===== src/rtl/lv_owt_rx_ctrl.sv =====
// lv_owt_rx_ctrl -- one-wire (OWT) frame receiver.
//
// Recovers {wr/rd flag, addr, data} from the serial line driven by the HV-side
// transmitter and presents one decoded request per frame.
// Frame on the line (idle level 0, one symbol = one half-bit of HB_CYC clocks):
//   sync head (>=SYNC_MIN Manchester '0') | NRZ 1100 | Manchester {flag,addr}
//   | Manchester data (ADCD_BW bits for REQ_ADC_ADDR, else DATA_BW) | Manchester CRC8
//   | NRZ 1100
//
// Ports:
//   i_clk, i_rst   clock, synchronous active-high reset
//   i_owt_rx       raw line, synchronized internally by two flops
//   o_rx_vld       1-cycle pulse per decoded frame (good CRC or not)
//   o_rx_wr        flag == WR_OP
//   o_rx_addr      received address
//   o_rx_data      received data, normal frames zero-extended
//   o_rx_crc_err   CRC mismatch, qualified by o_rx_vld
//   o_rx_code_err  1-cycle pulse: Manchester/tail violation or timeout
//   o_rx_busy      receiver is not idle
module lv_owt_rx_ctrl #(
    parameter int                REG_AW       = 7,
    parameter int                DATA_BW      = 8,
    parameter int                ADCD_BW      = 10,
    parameter logic [REG_AW-1:0] REQ_ADC_ADDR = 7'h7F,
    parameter int                SYNC_MIN     = 4,
    parameter int                HB_CYC       = 8,
    parameter logic              WR_OP        = 1'b1,
    parameter logic [7:0]        CRC_POLY     = 8'h07,
    parameter logic [7:0]        CRC_INIT     = 8'h00
) (
    input  logic               i_clk,
    input  logic               i_rst,
    input  logic               i_owt_rx,
    output logic               o_rx_vld,
    output logic               o_rx_wr,
    output logic [REG_AW-1:0]  o_rx_addr,
    output logic [ADCD_BW-1:0] o_rx_data,
    output logic               o_rx_crc_err,
    output logic               o_rx_code_err,
    output logic               o_rx_busy
);

    function automatic int imax(input int a, input int b);
        return (a > b) ? a : b;
    endfunction

    localparam int CMD_BW  = REG_AW + 1;
    localparam int CNT_MAX = imax(imax(imax(CMD_BW, ADCD_BW), imax(DATA_BW, 8)), SYNC_MIN);
    localparam int CW      = $clog2(CNT_MAX + 1);
    localparam int PW      = $clog2(HB_CYC);
    localparam int QW      = $clog2(4 * HB_CYC);

    localparam logic [PW-1:0] PH_LAST = PW'(HB_CYC - 1);
    localparam logic [PW-1:0] PH_SMP  = PW'(HB_CYC / 2 - 1);
    localparam logic [QW-1:0] Q_LAST  = QW'(4 * HB_CYC - 1);
    localparam logic [CW-1:0] C_SYNC  = CW'(SYNC_MIN);
    localparam logic [CW-1:0] C_CMD_L = CW'(CMD_BW - 1);
    localparam logic [CW-1:0] C_DAT_L = CW'(DATA_BW - 1);
    localparam logic [CW-1:0] C_ADC_L = CW'(ADCD_BW - 1);
    localparam logic [CW-1:0] C_CRC_L = CW'(7);

    typedef enum logic [2:0] {
        ST_IDLE, ST_HEAD, ST_TAIL, ST_CMD, ST_DATA, ST_CRC, ST_END, ST_OUT
    } state_t;

    state_t state, state_nx;

    logic [1:0]         sync_q;
    logic               line, line_d;
    logic               edge_det, rise, smp, timeout;
    logic [PW-1:0]      ph_cnt;
    logic [QW-1:0]      quiet;
    // half: in HEAD, 1 = expecting the '1' half of a sync bit;
    //       in CMD/DATA/CRC, 1 = first half captured, second half pending.
    logic               half;
    logic               first_val;
    logic [CW-1:0]      cnt;
    logic [CMD_BW-1:0]  cmd_sh;
    logic [ADCD_BW-1:0] data_sh;
    logic [7:0]         crc_rx, crc_calc;
    logic               err, bit_ok, fld_last;
    logic [CW-1:0]      fld_len_m1;

    function automatic logic [7:0] crc_step(input logic [7:0] c, input logic b);
        return {c[6:0], 1'b0} ^ (((c[7] ^ b) != 1'b0) ? CRC_POLY : 8'h00);
    endfunction

    assign line     = sync_q[1];
    assign edge_det = line ^ line_d;
    assign rise     = line & ~line_d;
    assign smp      = !edge_det && (ph_cnt == PH_SMP);
    // A legal frame never holds the line for more than three half-bits.
    assign timeout  = (state != ST_IDLE) && (state != ST_OUT) && !edge_det && (quiet == Q_LAST);

    always_comb begin
        fld_len_m1 = C_CRC_L;
        case (state)
            ST_CMD:  fld_len_m1 = C_CMD_L;
            ST_DATA: fld_len_m1 = (cmd_sh[REG_AW-1:0] == REQ_ADC_ADDR) ? C_ADC_L : C_DAT_L;
            default: fld_len_m1 = C_CRC_L;
        endcase
    end
    assign fld_last = (cnt == fld_len_m1);

    // State register
    always_ff @(posedge i_clk) begin
        if (i_rst) state <= ST_IDLE;
        else       state <= state_nx;
    end

    // Next-state logic; err/bit_ok are the per-sample verdicts
    always_comb begin
        state_nx = state;
        err      = 1'b0;
        bit_ok   = 1'b0;
        case (state)
            ST_IDLE: if (rise) state_nx = ST_HEAD;
            ST_HEAD: if (smp) begin
                if (half) begin
                    if (!line) err = 1'b1;
                end else if (line) begin
                    // '1' where a sync first-half '0' was due: tail has begun
                    if (cnt >= C_SYNC) state_nx = ST_TAIL;
                    else               err      = 1'b1;
                end
            end
            ST_TAIL: if (smp) begin
                if (line != (cnt == '0))      err      = 1'b1;
                else if (cnt == CW'(2))       state_nx = ST_CMD;
            end
            ST_CMD, ST_DATA, ST_CRC: if (smp && half) begin
                if (line == first_val) err = 1'b1;
                else begin
                    bit_ok = 1'b1;
                    if (fld_last) begin
                        case (state)
                            ST_CMD:  state_nx = ST_DATA;
                            ST_DATA: state_nx = ST_CRC;
                            default: state_nx = ST_END;
                        endcase
                    end
                end
            end
            ST_END: if (smp) begin
                if (line != (cnt < CW'(2)))   err      = 1'b1;
                else if (cnt == CW'(3))       state_nx = ST_OUT;
            end
            ST_OUT:  state_nx = ST_IDLE;
            default: state_nx = ST_IDLE;
        endcase
        if (timeout) err = 1'b1;
        if (err) state_nx = ST_IDLE;
    end

    // Output logic
    always_comb begin
        o_rx_vld      = (state == ST_OUT) && !i_rst;
        o_rx_busy     = (state != ST_IDLE);
        o_rx_code_err = err && !i_rst;
    end

    // Line sampling, field shifting, CRC and result registers
    always_ff @(posedge i_clk) begin
        if (i_rst) begin
            sync_q       <= '0;
            line_d       <= 1'b0;
            ph_cnt       <= '0;
            quiet        <= '0;
            half         <= 1'b0;
            first_val    <= 1'b0;
            cnt          <= '0;
            cmd_sh       <= '0;
            data_sh      <= '0;
            crc_rx       <= '0;
            crc_calc     <= CRC_INIT;
            o_rx_wr      <= 1'b0;
            o_rx_addr    <= '0;
            o_rx_data    <= '0;
            o_rx_crc_err <= 1'b0;
        end else begin
            sync_q <= {sync_q[0], i_owt_rx};
            line_d <= line;

            if (edge_det || ph_cnt == PH_LAST) ph_cnt <= '0;
            else                               ph_cnt <= ph_cnt + 1'b1;

            if (state == ST_IDLE || edge_det) quiet <= '0;
            else if (quiet != Q_LAST)         quiet <= quiet + 1'b1;

            case (state)
                ST_IDLE: begin
                    // HEAD starts mid first sync bit: its '0' half already
                    // elapsed, so that bit counts and its '1' half is due.
                    half <= 1'b1;
                    cnt  <= CW'(1);
                end
                ST_HEAD: if (smp) begin
                    if (half) half <= 1'b0;
                    else if (!line) begin
                        half <= 1'b1;
                        if (cnt < C_SYNC) cnt <= cnt + 1'b1;
                    end else cnt <= '0;
                end
                ST_TAIL: if (smp) begin
                    cnt <= cnt + 1'b1;
                    if (cnt == CW'(2)) begin
                        cnt      <= '0;
                        half     <= 1'b0;
                        cmd_sh   <= '0;
                        data_sh  <= '0;
                        crc_calc <= CRC_INIT;
                    end
                end
                ST_CMD, ST_DATA, ST_CRC: if (smp) begin
                    if (!half) begin
                        first_val <= line;
                        half      <= 1'b1;
                    end else begin
                        half <= 1'b0;
                        cnt  <= fld_last ? '0 : cnt + 1'b1;
                    end
                end
                ST_END: if (smp) cnt <= cnt + 1'b1;
                default: ;
            endcase

            if (bit_ok) begin
                case (state)
                    ST_CMD: begin
                        cmd_sh   <= {cmd_sh[CMD_BW-2:0], first_val};
                        crc_calc <= crc_step(crc_calc, first_val);
                    end
                    ST_DATA: begin
                        data_sh  <= {data_sh[ADCD_BW-2:0], first_val};
                        crc_calc <= crc_step(crc_calc, first_val);
                    end
                    default: crc_rx <= {crc_rx[6:0], first_val};
                endcase
            end

            // Results become visible together with the o_rx_vld pulse
            if (state_nx == ST_OUT) begin
                o_rx_wr      <= (cmd_sh[CMD_BW-1] == WR_OP);
                o_rx_addr    <= cmd_sh[REG_AW-1:0];
                o_rx_data    <= data_sh;
                o_rx_crc_err <= (crc_calc != crc_rx);
            end
        end
    end

endmodule


===== config.mk =====
export PLATFORM = sky130hd
export DESIGN_NAME = lv_owt_rx_ctrl
export DESIGN_NICKNAME = d
export VERILOG_FILES = /design/src/rtl/lv_owt_rx_ctrl.sv
export SDC_FILE = /design/constraint.sdc
export NUM_CORES = 1
export LEC_CHECK = 0
export ABC_CLOCK_PERIOD_IN_PS = 2450
export BUFFER_PORTS_ARGS = -buffer_cell sky130_fd_sc_hd__clkbuf_2
export CAP_MARGIN = 25
export CELL_PAD_IN_SITES_DETAIL_PLACEMENT = 1
export CELL_PAD_IN_SITES_GLOBAL_PLACEMENT = 1
export CORE_UTILIZATION = 41
export DETAILED_ROUTE_END_ITERATION = 8
export PLACE_DENSITY_LB_ADDON = 0.12
export SLEW_MARGIN = 30
export SYNTH_ARGS = -nofsm -noshare
export SYNTH_HDL_FRONTEND = slang
export SYNTH_SLANG_ARGS = --single-unit

===== constraint.sdc =====
create_clock -name i_clk -period 2.45 [get_ports i_clk]
set_input_delay 0.3675 -clock i_clk [delete_from_list [all_inputs] [get_ports i_clk]]
set_output_delay 0.3675 -clock i_clk [all_outputs]
set_load 0.02 [all_outputs]

# [Word-level counts from Yosys, hierarchy flattened]
# Cells that the tools add are included.
[word_totals] regBits=73 inputBits=3 word_cells=151
[op_classes] addsub=3 magnitude_cmp=3 eq_ne=29 mux=69 bitwise=7 reduce_logical=24
[op_table] op="$mux W8" count=10
[op_table] op="$mux W10" count=5
[op_table] op="$mux W3" count=16
[op_table] op="$mux W4" count=12
[op_table] op="$mux W1" count=21
[op_table] op="$pmux W4 S5" count=1
[op_table] op="$eq A3 B3 Y1 const B" count=6
[op_table] op="$pmux W3 S6" count=1
[op_table] op="$ne A2 B2 Y1 const B" count=7
[op_table] op="$eq A3 B2 Y1 const B" count=3
[op_table] op="$eq A4 B2 Y1 const B" count=2
[op_table] op="$ne A8 B8 Y1" count=1
[op_table] op="$pmux W1 S4" count=2
[op_table] op="$reduce_and A8 Y1" count=1
[op_table] op="$xor A8 B3 Y8" count=1
[op_table] op="$eq A7 B7 Y1 const B" count=1
[op_table] op="$logic_and A1 B1 Y1" count=7
[op_table] op="$ne A3 B3 Y1 const B" count=2
[op_table] op="$reduce_or A2 Y1" count=3
[op_table] op="$add A5 B1 Y5 const B" count=1
[op_table] op="$eq A5 B5 Y1 const B" count=1
[op_table] op="$ne A5 B5 Y1 const B" count=1
[op_table] op="$reduce_and A5 Y1" count=1
[op_table] op="$reduce_bool A5 Y1" count=1
[op_table] op="other kinds (22)" count=28

# [Logic depth before layout (Yosys ltp)]
# Gate-level depths: netlist of the first run.
[logic_depth] word_depth=10 mapped_depth=11 depth_no_buf=9

# [Least setup slack after synthesis of the first run]
# Ideal clock, no wire load.
[synth_path] path_type="register -> register" start="register line_d" end="register o_rx_crc_err" t_arrival_ps=2175 path_slack_ps=152 stages_incl_launch_ff=10 n_path_buf=1 synth_period_minus_slack_ps=2298 path_cell_list="dfxtp_1 inv_1 ha_1 and2_2 nand3_4 or4_1 a21oi_1 nand4_1 buf_6 mux2_1"
[synth_between] elab_chain_len=9
[synth_lines] element="start: declaration" line_no="69" rtl="logic line, line_d;"
[synth_lines] element="start signal: assignment" line_no="182" rtl="line_d <= line;"
[synth_lines] element="$xor A1 B1 Y1" line_no="89" rtl="assign edge_det = line ^ line_d;"
[synth_lines] element="$logic_not A1 Y1" line_no="91, 93"
[synth_lines] element="$logic_and A1 B1 Y1" line_no="91" rtl="assign smp = !edge_det && (ph_cnt == PH_SMP);"
[synth_lines] element="$logic_and A1 B1 Y1" line_no="131" rtl="ST_CMD, ST_DATA, ST_CRC: if (smp && half) begin"
[synth_lines] element="$mux W1" line_no="131"
[synth_lines] element="$pmux W1 S4" line_no="116" rtl="case (state)"
[synth_lines] element="$mux W1" line_no="151" rtl="if (timeout) err = 1'b1;"
[synth_lines] element="$mux W3 *" line_no="152" rtl="if (err) state_nx = ST_IDLE;"
[synth_lines] element="$eq A3 B3 Y1 *" line_no="242" rtl="if (state_nx == ST_OUT) begin"
[synth_lines] element="end signal: assignment" line_no="246" rtl="o_rx_crc_err <= (crc_calc != crc_rx);"
[synth_lines] element="end: declaration" line_no="38" rtl="output logic o_rx_crc_err,"
# Mark *: on every way between the ends. The rest lies on a longest branch, timed or not.
# A chain may end at the register's enable or synchronous reset.

# [Worst setup path in the final report of the first run]
[layout_path] start="register ph_cnt[0]" end="register o_rx_crc_err"
[layout_between] elab_chain_len=8
[layout_lines] element="start: declaration" line_no="71" rtl="logic [PW-1:0] ph_cnt;"
[layout_lines] element="start signal: assignment" line_no="185" rtl="else ph_cnt <= ph_cnt + 1'b1;"
[layout_lines] element="$eq A3 B2 Y1 *" line_no="91"
[layout_lines] element="$logic_and A1 B1 Y1 *" line_no="91"
[layout_lines] element="$logic_and A1 B1 Y1" line_no="131"
[layout_lines] element="$mux W1" line_no="131"
[layout_lines] element="$pmux W1 S4" line_no="116"
[layout_lines] element="$mux W1" line_no="151"
[layout_lines] element="$mux W3 *" line_no="152"
[layout_lines] element="$eq A3 B3 Y1 *" line_no="242"
# Marked as above.

==> qor.log, run 1 <==
qor: clock_tree.cts_buffer_count 9
qor: synth.syn_area 0.00355 mm2
qor: drt.dr_total_vias 3,017
qor: grt.via_count_of_the_first_global_routing_pass 2,927
qor: cells_and_area.fin_nets 468
qor: cells_and_area.fillCellCount 990
qor: min_path.min-delay-path-class in2reg
qor: grt.overflow_after_grt 0
qor: timing.max_clock_freq 0.418 GHz
qor: timing.final_hold_viol_count 0
qor: clock_tree.clkSinkCount 73
qor: clock_tree.insertion_delay 0.36 ns
qor: pwr.max-vdd-ir-drop 313 uV
qor: worst_setup_path.reg2reg_slack 0.06 ns
qor: worst_setup_path.cp_max_fo 4
qor: synth.synth_ff_type sky130_fd_sc_hd__dfxtp_1
qor: grt.largest_net_degree_at_the_start_of_global_routing 29
qor: cells_and_area.design_area 0.00446 mm2
qor: floorplanning.floorplan.core_area 0.00830 mm2
qor: min_path.hold_end sync_q[0]
qor: worst_setup_path.rr_startpoint ph_cnt[0]
qor: synth.ys_warn_count 0
qor: placement.routabilityCongestion 0.863
qor: floorplanning.placement_rows 33
qor: grt.gr-usage-all-layers 20.3%
qor: timing.setup_viol_count_final 0
qor: worst_setup_path.timing.setup.critical_path_class reg2reg
qor: worst_setup_path.r2r.worst_path.cells 11
qor: cells_and_area.diodes 0
qor: min_path.timing.hold.worst.start i_owt_rx
qor: clock_tree.cts.clk_slew.worst_paths 0.09 ns
qor: timing.timing_worst_slew_pin_value 0.771 ns
qor: drt.detail_routed_via_count_per_cell 5.33
qor: pwr.p_leak 1.81 nW
qor: cells_and_area.final_layout_size_suffix_gt1_share 26.7%
qor: timing.fin_crit_sh 97.7%
qor: synth.syn_nets 415
qor: drt.drtPass1Iterations 4
qor: worst_setup_path.timing.rr.end o_rx_crc_err
qor: clock_tree.cts_max_path_buffers 2
qor: timing.final_max_slew_viol_count 0
qor: synth.synth_enable_flop_cells 0
qor: worst_setup_path.crit_path_start ph_cnt[0]
qor: status.run_status complete, no violations
qor: worst_setup_path.worstPathArrival 2.65 ns
qor: timing.fin_worst_hold_slack 0.219 ns
qor: drt.sum_of_routed_wire_length_over_all_layers 9120 um
qor: timing.grt_setup_unrepaired yes
qor: placement.port_buffers 24
qor: synth.post_synth_num_cell_types 46
qor: placement.post-dp-hpwl 5940 um
qor: floorplanning.die_width 95.1 um
qor: floorplanning.floorplan.die.height 95.1 um
qor: clock_tree.cts_htree_levels 3
qor: drt.route.detailed.drc 0
qor: synth.syn-mean-instance-area 8.82 um2
qor: synth.asyncSetResetFlopFracSynth 0%
qor: pwr.cell_pwr_density 551 mW/mm2
qor: cells_and_area.final_core_util 53.7%
qor: placement.cell_area_after_placement 0.00390 mm2
qor: cells_and_area.areaGrowthSynthToFinish 25.4%
qor: grt.initial_antenna_violation_count 0
qor: timing.finalCriticalPeriod 2.39 ns
qor: timing.max-slew-margin-rel 48.4%
qor: grt.grt_pass1_wl 14,200 um
qor: drt.wire_per_inst 16.1 um
qor: timing.largest_clock_skew_in_the_final_design 0.00968 ns
qor: synth.yosys_register_bits 73
qor: clock_tree.cts_tree done
qor: floorplanning.floorplan.initialDensity 42.8%
qor: synth.netlist_instances 403
qor: min_path.worstHoldPathCells 2
qor: run.drv_cap 0
qor: clock_tree.cts_root_buffer sky130_fd_sc_hd__clkbuf_8
qor: worst_setup_path.critical_path.endpoint_type flop
qor: floorplanning.floorplan.die_area 0.00904 mm2
qor: worst_setup_path.setup.worst_path.start_class flop
qor: drt.drt_first_iter_violations 127
qor: floorplanning.io-pin-count 25
qor: worst_setup_path.worstPathRequired 2.70 ns
qor: drt.final_antenna_net_count 0
qor: synth.synth-seq-area-share 41.1%
==> worst max path at each step <==
stage,depth (start not counted),end,slack (ns)
final,11,o_rx_crc_err,0.06
after global routing,8,o_rx_crc_err,-0.06
after CTS,9,o_rx_code_err,0.005
after detailed placement,9,o_rx_data[8],0.04
after global placement,7,o_rx_crc_err,0.08
after floorplan,9,o_rx_crc_err,0.15
==> logic make-up (layout without fill, tap and decap cells) <==
logic type	Yosys count	count (layout)	share of synthesized area, %
flops	73	73	41.1
fa+ha+maj	9	9	3.17
simple gates	167	167	24.4
mux	34	34	9.68
buf+inv	34	92	4.58
xor+xnor	16	16	4.47
compound gates	70	70	12.6
==> area by class of cell <==
cell class                 instances  area (um2)  area share, %
clock buffer                       9         124           2.78
clock inverter                     7         103           2.30
inverter                           9        33.8          0.758
multi-input combinational        296        2070           46.4
sequential                        73        1480           33.1
tap                              105         131           2.95
timing repair buffer              67         519           11.7
==> where the power goes <==
group	switching [mW]	total (mW)	internal, mW
Combinational	0.0802	0.146	0.0660
Sequential	0.0155	1.21	1.20
Clock	0.509	1.09	0.586
==> cells in the mapped netlist (2+ instances only) <==
cell type                  number  share of area (%)
sky130_fd_sc_hd__a21oi_1       19                2.7
sky130_fd_sc_hd__a221oi_1       3               0.74
sky130_fd_sc_hd__a22oi_1       20                4.2
sky130_fd_sc_hd__a31oi_1        5               0.88
sky130_fd_sc_hd__and3_1         2               0.35
sky130_fd_sc_hd__buf_2          4               0.56
sky130_fd_sc_hd__buf_4          2               0.42
sky130_fd_sc_hd__buf_6          3               0.95
sky130_fd_sc_hd__clkbuf_1      15                1.6
sky130_fd_sc_hd__dfxtp_1       73                 41
sky130_fd_sc_hd__ha_1           9                3.2
sky130_fd_sc_hd__inv_1          9               0.95
sky130_fd_sc_hd__mux2_2         2               0.63
sky130_fd_sc_hd__mux2i_1       31                8.7
sky130_fd_sc_hd__nand2_1       16                1.7
sky130_fd_sc_hd__nand2b_1      39                6.9
sky130_fd_sc_hd__nand3_1       10                1.4
sky130_fd_sc_hd__nand3b_1       3               0.63
sky130_fd_sc_hd__nand4_1        3               0.53
sky130_fd_sc_hd__nor2_1        62                6.5
sky130_fd_sc_hd__nor2b_1       10                1.8
sky130_fd_sc_hd__nor3_1         6               0.85
sky130_fd_sc_hd__nor4_1         5               0.88
sky130_fd_sc_hd__o211ai_1       4               0.85
sky130_fd_sc_hd__o21a_1         2               0.42
sky130_fd_sc_hd__o21ai_0       13                1.8
sky130_fd_sc_hd__xnor2_1        3               0.74
sky130_fd_sc_hd__xor2_1        12                3.0
==> timing repair <==
item                                    4_1_cts  5_1_grt
endpoints found under the hold margin         0        0
cloned                                        0        2
pin swaps                                     2       13
endpoints found under the setup margin        1       20
gates resized for setup                      12       36
buffers inserted                              1       14
hold buffers                                  0        0
==> registers in the layout, summed over array words and instances, names as in the netlist <==
| name | count |
|---|---|
| cmd_sh | 8 |
| cnt | 4 |
| crc_calc | 8 |
| crc_rx | 8 |
| data_sh | 10 |
| first_val | 1 |
| half | 1 |
| line_d | 1 |
| o_rx_addr | 7 |
| o_rx_crc_err | 1 |
| o_rx_data | 10 |
| o_rx_wr | 1 |
| ph_cnt | 3 |
| quiet | 5 |
| state | 3 |
| sync_q | 2 |
==> per-layer routing <==
layer / GRT usage [%] / vias to the layer above / part of all wire [%]
met5: 0 / - / 0
met4: 7.32 / 0 / 1.5
met3: 4.63 / 11 / 3.8
met2: 32.6 / 59 / 48
met1: 26.7 / 1450 / 47
li1: - / 1497 / -
==> layout by cell type (no fill, tap or decap), drive strengths merged, types with 4 or more instances in the layout <==
master  count
dfxtp      73
nor2       63
buf        43
nand2b     39
clkbuf     33
mux2i      31
a22oi      20
a21oi      19
nand2      16
xor2       13
o21ai      13
nand3      11
inv        11
nor2b      10
ha          9
nor3        7
a31oi       5
nor4        5
o211ai      4
==> stage by stage <==
| stage | setup TNS, ns | cells | setup slack (ns) | total power [mW] |
|---|---|---|---|---|
| after CTS | 0 | 551 | 0.00451 | 2.46 |
| after global routing | -0.328 | 566 | -0.0570 | 2.55 |
| final | 0 | 566 | 0.0557 | 2.45 |
| after detailed placement | 0 | 534 | 0.0365 | 1.35 |
| after global placement | 0 | 534 | 0.0799 | 1.35 |
| after floorplan | 0 | 403 | 0.152 | 1.32 |
==> critical path: stages, from the launching register on <==
cell and delay, ns:
sky130_fd_sc_hd__dfxtp_2 0.36, sky130_fd_sc_hd__ha_4 0.14, sky130_fd_sc_hd__ha_2 0.18, sky130_fd_sc_hd__and2_4 0.17, sky130_fd_sc_hd__nand3_4 0.10, sky130_fd_sc_hd__buf_12 0.17
sky130_fd_sc_hd__nor3_4 0.15, sky130_fd_sc_hd__a22oi_1 0.12, sky130_fd_sc_hd__o211ai_1 0.16, sky130_fd_sc_hd__nand4_1 0.25, sky130_fd_sc_hd__buf_6 0.22, sky130_fd_sc_hd__mux2_4 0.29
No activity file was read; power rests on OpenSTA's default activity.
==> run 2, diff against run 1 <==
--- a/config.mk
+++ b/config.mk
@@ -12,6 +12,7 @@
 export CELL_PAD_IN_SITES_GLOBAL_PLACEMENT = 1
 export CORE_UTILIZATION = 41
 export DETAILED_ROUTE_END_ITERATION = 8
+export MAX_ROUTING_LAYER = met4
 export PLACE_DENSITY_LB_ADDON = 0.12
 export SLEW_MARGIN = 30
 export SYNTH_ARGS = -nofsm -noshare
==> constraint.sdc (replaced) <==
create_clock -name i_clk -period 2.45 [get_ports i_clk]
set_input_delay 0.3675 -clock i_clk [delete_from_list [all_inputs] [get_ports i_clk]]
set_output_delay 0.3675 -clock i_clk [all_outputs]
set_load 0.005 [all_outputs]
==> qor.log, run 2 (same netlist as run 1, synthesis figures left out) <==
qor: worst_setup_path.worstPathArrival 2.69 ns [was 2.65 ns]
qor: drt.wire_per_inst 16.3 um [was 16.1 um]
qor: grt.grt_pass1_wl 14,900 um [was 14,200 um]
qor: placement.port_buffers 24 [unchanged]
qor: pwr.max-vdd-ir-drop 340 uV [was 313 uV]
qor: worst_setup_path.crit_path_start cnt[2] [was ph_cnt[0]]
qor: floorplanning.floorplan.die.height 95.1 um [unchanged]
qor: cells_and_area.final_layout_size_suffix_gt1_share 23.3% [was 26.7%]
qor: timing.final_hold_viol_count 0 [unchanged]
qor: timing.max_clock_freq 0.414 GHz [was 0.418 GHz]
qor: cells_and_area.diodes 0 [unchanged]
qor: clock_tree.cts_tree done [unchanged]
qor: timing.max-slew-margin-rel 46.0% [was 48.4%]
qor: timing.fin_worst_hold_slack 0.232 ns [was 0.219 ns]
qor: status.run_status complete, no violations [unchanged]
qor: worst_setup_path.critical_path.endpoint_type flop [unchanged]
qor: timing.timing_worst_slew_pin_value 0.806 ns [was 0.771 ns]
qor: floorplanning.floorplan.die_area 0.00904 mm2 [unchanged]
qor: grt.gr-usage-all-layers 22.2% [was 20.3%]
qor: clock_tree.cts.hold.buffers_added 0 [unchanged]
qor: worst_setup_path.timing.setup.critical_path_class reg2reg [unchanged]
qor: placement.cell_area_after_placement 0.00392 mm2 [was 0.00390 mm2]
qor: grt.largest_net_degree_at_the_start_of_global_routing 32 [was 29]
qor: grt.initial_antenna_violation_count 0 [unchanged]
qor: clock_tree.clkSinkCount 73 [unchanged]
qor: worst_setup_path.worstPathRequired 2.73 ns [was 2.70 ns]
qor: floorplanning.floorplan.initialDensity 42.8% [unchanged]
qor: cells_and_area.final_core_util 51.8% [was 53.7%]
qor: drt.final_antenna_net_count 0 [unchanged]
qor: worst_setup_path.reg2reg_slack 0.04 ns [was 0.06 ns]
qor: timing.fin_crit_sh 98.6% [was 97.7%]
qor: cells_and_area.layout.cells.most_common sky130_fd_sc_hd__dfxtp_1 [unchanged]
qor: drt.dr_total_vias 3,033 [was 3,017]
qor: drt.drtPass1Iterations 4 [unchanged]
qor: floorplanning.die_width 95.1 um [unchanged]
qor: cells_and_area.reg.largest.list data_sh x10, o_rx_data x10 [unchanged]
qor: min_path.timing.hold.worst.start i_owt_rx [unchanged]
qor: timing.timing.setup.tns 0 ns [unchanged]
qor: pwr.p_leak 1.74 nW [was 1.81 nW]
qor: timing.finalCriticalPeriod 2.41 ns [was 2.39 ns]
qor: timing.final_max_slew_viol_count 0 [unchanged]
qor: cells_and_area.fin_nets 461 [was 468]
qor: clock_tree.cts_max_path_buffers 2 [unchanged]
qor: worst_setup_path.r2r.worst_path.cells 11 [unchanged]
qor: placement.routabilityCongestion 0.870 [was 0.863]
qor: placement.placed_cells_incl_taps 538 [was 534]
qor: worst_setup_path.timing.rr.end o_rx_data[3] [was o_rx_crc_err]
qor: clock_tree.cts_root_buffer sky130_fd_sc_hd__clkbuf_8 [unchanged]
qor: clock_tree.cts.clk_slew.worst_paths 0.08 ns [was 0.09 ns]
qor: drt.drt_first_iter_violations 182 [was 127]
qor: drt.route.detailed.drc 0 [unchanged]
qor: placement.post-dp-hpwl 6210 um [was 5940 um]
qor: clock_tree.cts_buffer_count 9 [unchanged]
qor: min_path.worstHoldPathCells 2 [unchanged]
qor: cells_and_area.areaGrowthSynthToFinish 21.1% [was 25.4%]
qor: timing.grt_setup_unrepaired yes [unchanged]
qor: cells_and_area.mostFrequentLayoutCells sky130_fd_sc_hd__dfxtp_1 (69), sky130_fd_sc_hd__nor2_1 (60), sky130_fd_sc_hd__nand2b_1 (39), sky130_fd_sc_hd__buf_4 (32), sky130_fd_sc_hd__mux2i_1 (30) [was sky130_fd_sc_hd__dfxtp_1 (64), sky130_fd_sc_hd__nor2_1 (61), sky130_fd_sc_hd__nand2b_1 (38), sky130_fd_sc_hd__buf_4 (35), sky130_fd_sc_hd__mux2i_1 (31)]
qor: cells_and_area.design_area 0.00430 mm2 [was 0.00446 mm2]
qor: worst_setup_path.setup.worst_path.start_class flop [unchanged]
qor: min_path.min-delay-path-class in2reg [unchanged]
qor: floorplanning.placement_rows 33 [unchanged]
qor: clock_tree.insertion_delay 0.36 ns [about the same]
qor: min_path.hold_end sync_q[0] [unchanged]
qor: drt.detail_routed_via_count_per_cell 5.43 [was 5.33]
qor: grt.via_count_of_the_first_global_routing_pass 2,986 [was 2,927]
qor: grt.overflow_after_grt 0 [unchanged]
qor: timing.setup_viol_count_final 0 [unchanged]
qor: clock_tree.cts_htree_levels 3 [unchanged]
qor: floorplanning.io-pin-count 25 [unchanged]
qor: worst_setup_path.cp_max_fo 9 [was 4]
qor: timing.largest_clock_skew_in_the_final_design 0.00727 ns [was 0.00968 ns]
qor: run.drv_cap 0 [unchanged]
qor: drt.sum_of_routed_wire_length_over_all_layers 9090 um [was 9120 um]
qor: cells_and_area.stdcell_count 559 [was 566]
qor: floorplanning.floorplan.core_area 0.00830 mm2 [unchanged]
qor: pwr.cell_pwr_density 559 mW/mm2 [was 551 mW/mm2]
qor: worst_setup_path.rr_startpoint cnt[2] [was ph_cnt[0]]
==> run 2: cell types whose count changed in the layout (fill, tap and decap cells not counted), sizes merged <==
cell	delta
buf	-8
clkinv	-1
inv	-1
clkinvlp	+1
clkbuf	+2
==> run 2: repair_timing <==
| action | CTS | global route |
|---|---|---|
| setup buffers | 3 | 1 |
| endpoints found under the setup margin | 1 | 20 |
| cloned | 0 | 1 |
| pin swaps | 6 | 5 |
| resized for setup | 8 | 21 |
==> run 2: how the worst max path moves through the flow <==
stage | endpoint | slack [ns] | cells past startpoint
after floorplan | o_rx_crc_err | 0.15 | 9
after global placement | o_rx_data[6] | 0.14 | 9
after CTS | o_rx_code_err | -0.08 | 9
after global routing | o_rx_data[3] | -0.1 | 11
after detailed placement | o_rx_data[3] | 0.03 | 9
final | o_rx_data[3] | 0.04 | 11
==> run 2: final cells by class <==
| cell class | instances | area, um2 |
|---|---|---|
| inverter | 9 | 33.8 |
| clock buffer | 10 | 128 |
| clock inverter | 6 | 90.1 |
| timing repair buffer | 60 | 428 |
| fill | 964 | 4000 |
| sequential | 73 | 1470 |
| tap | 105 | 131 |
| multi-input combinational | 296 | 2030 |
==> run 2: where the power goes <==
group          leakage [nW]  internal, mW  total, mW  switching (mW)
Sequential            0.591          1.20       1.21          0.0140
Combinational          1.04        0.0544      0.129          0.0741
Clock                 0.107         0.577       1.07           0.489
Total                  1.74          1.83       2.41           0.577
==> run 2: stage by stage <==
stage               total power [mW]  setup slack [ns]
floorplan                       1.32             0.152
global placement                1.35             0.139
detailed placement              1.35            0.0349
CTS                             2.43           -0.0785
global route                    2.50           -0.0985
finish                          2.41            0.0353
==> run 2: worst max-delay path: stages, from the launching register on <==
cell,delay (ns)
sky130_fd_sc_hd__dfxtp_1,0.37
sky130_fd_sc_hd__nor2_2,0.33
sky130_fd_sc_hd__o21ai_2,0.12
sky130_fd_sc_hd__a221oi_1,0.35
sky130_fd_sc_hd__nor4b_2,0.10
sky130_fd_sc_hd__nor2_2,0.17
sky130_fd_sc_hd__buf_4,0.14
sky130_fd_sc_hd__buf_4,0.11
sky130_fd_sc_hd__nand4_1,0.14
sky130_fd_sc_hd__buf_6,0.18
sky130_fd_sc_hd__buf_12,0.14
sky130_fd_sc_hd__mux2i_1,0.17
==> run 2: metal layers <==
| metal | GRT usage, % | share of wire, % | vias up |
|---|---|---|---|
| met1 | 27.6 | 47 | 1477 |
| met3 | 4.47 | 4.0 | 8 |
| met5 | - | 0 | - |
| met2 | 36.1 | 48 | 64 |
| met4 | 7.20 | 1.0 | 0 |
| li1 | - | - | 1484 |
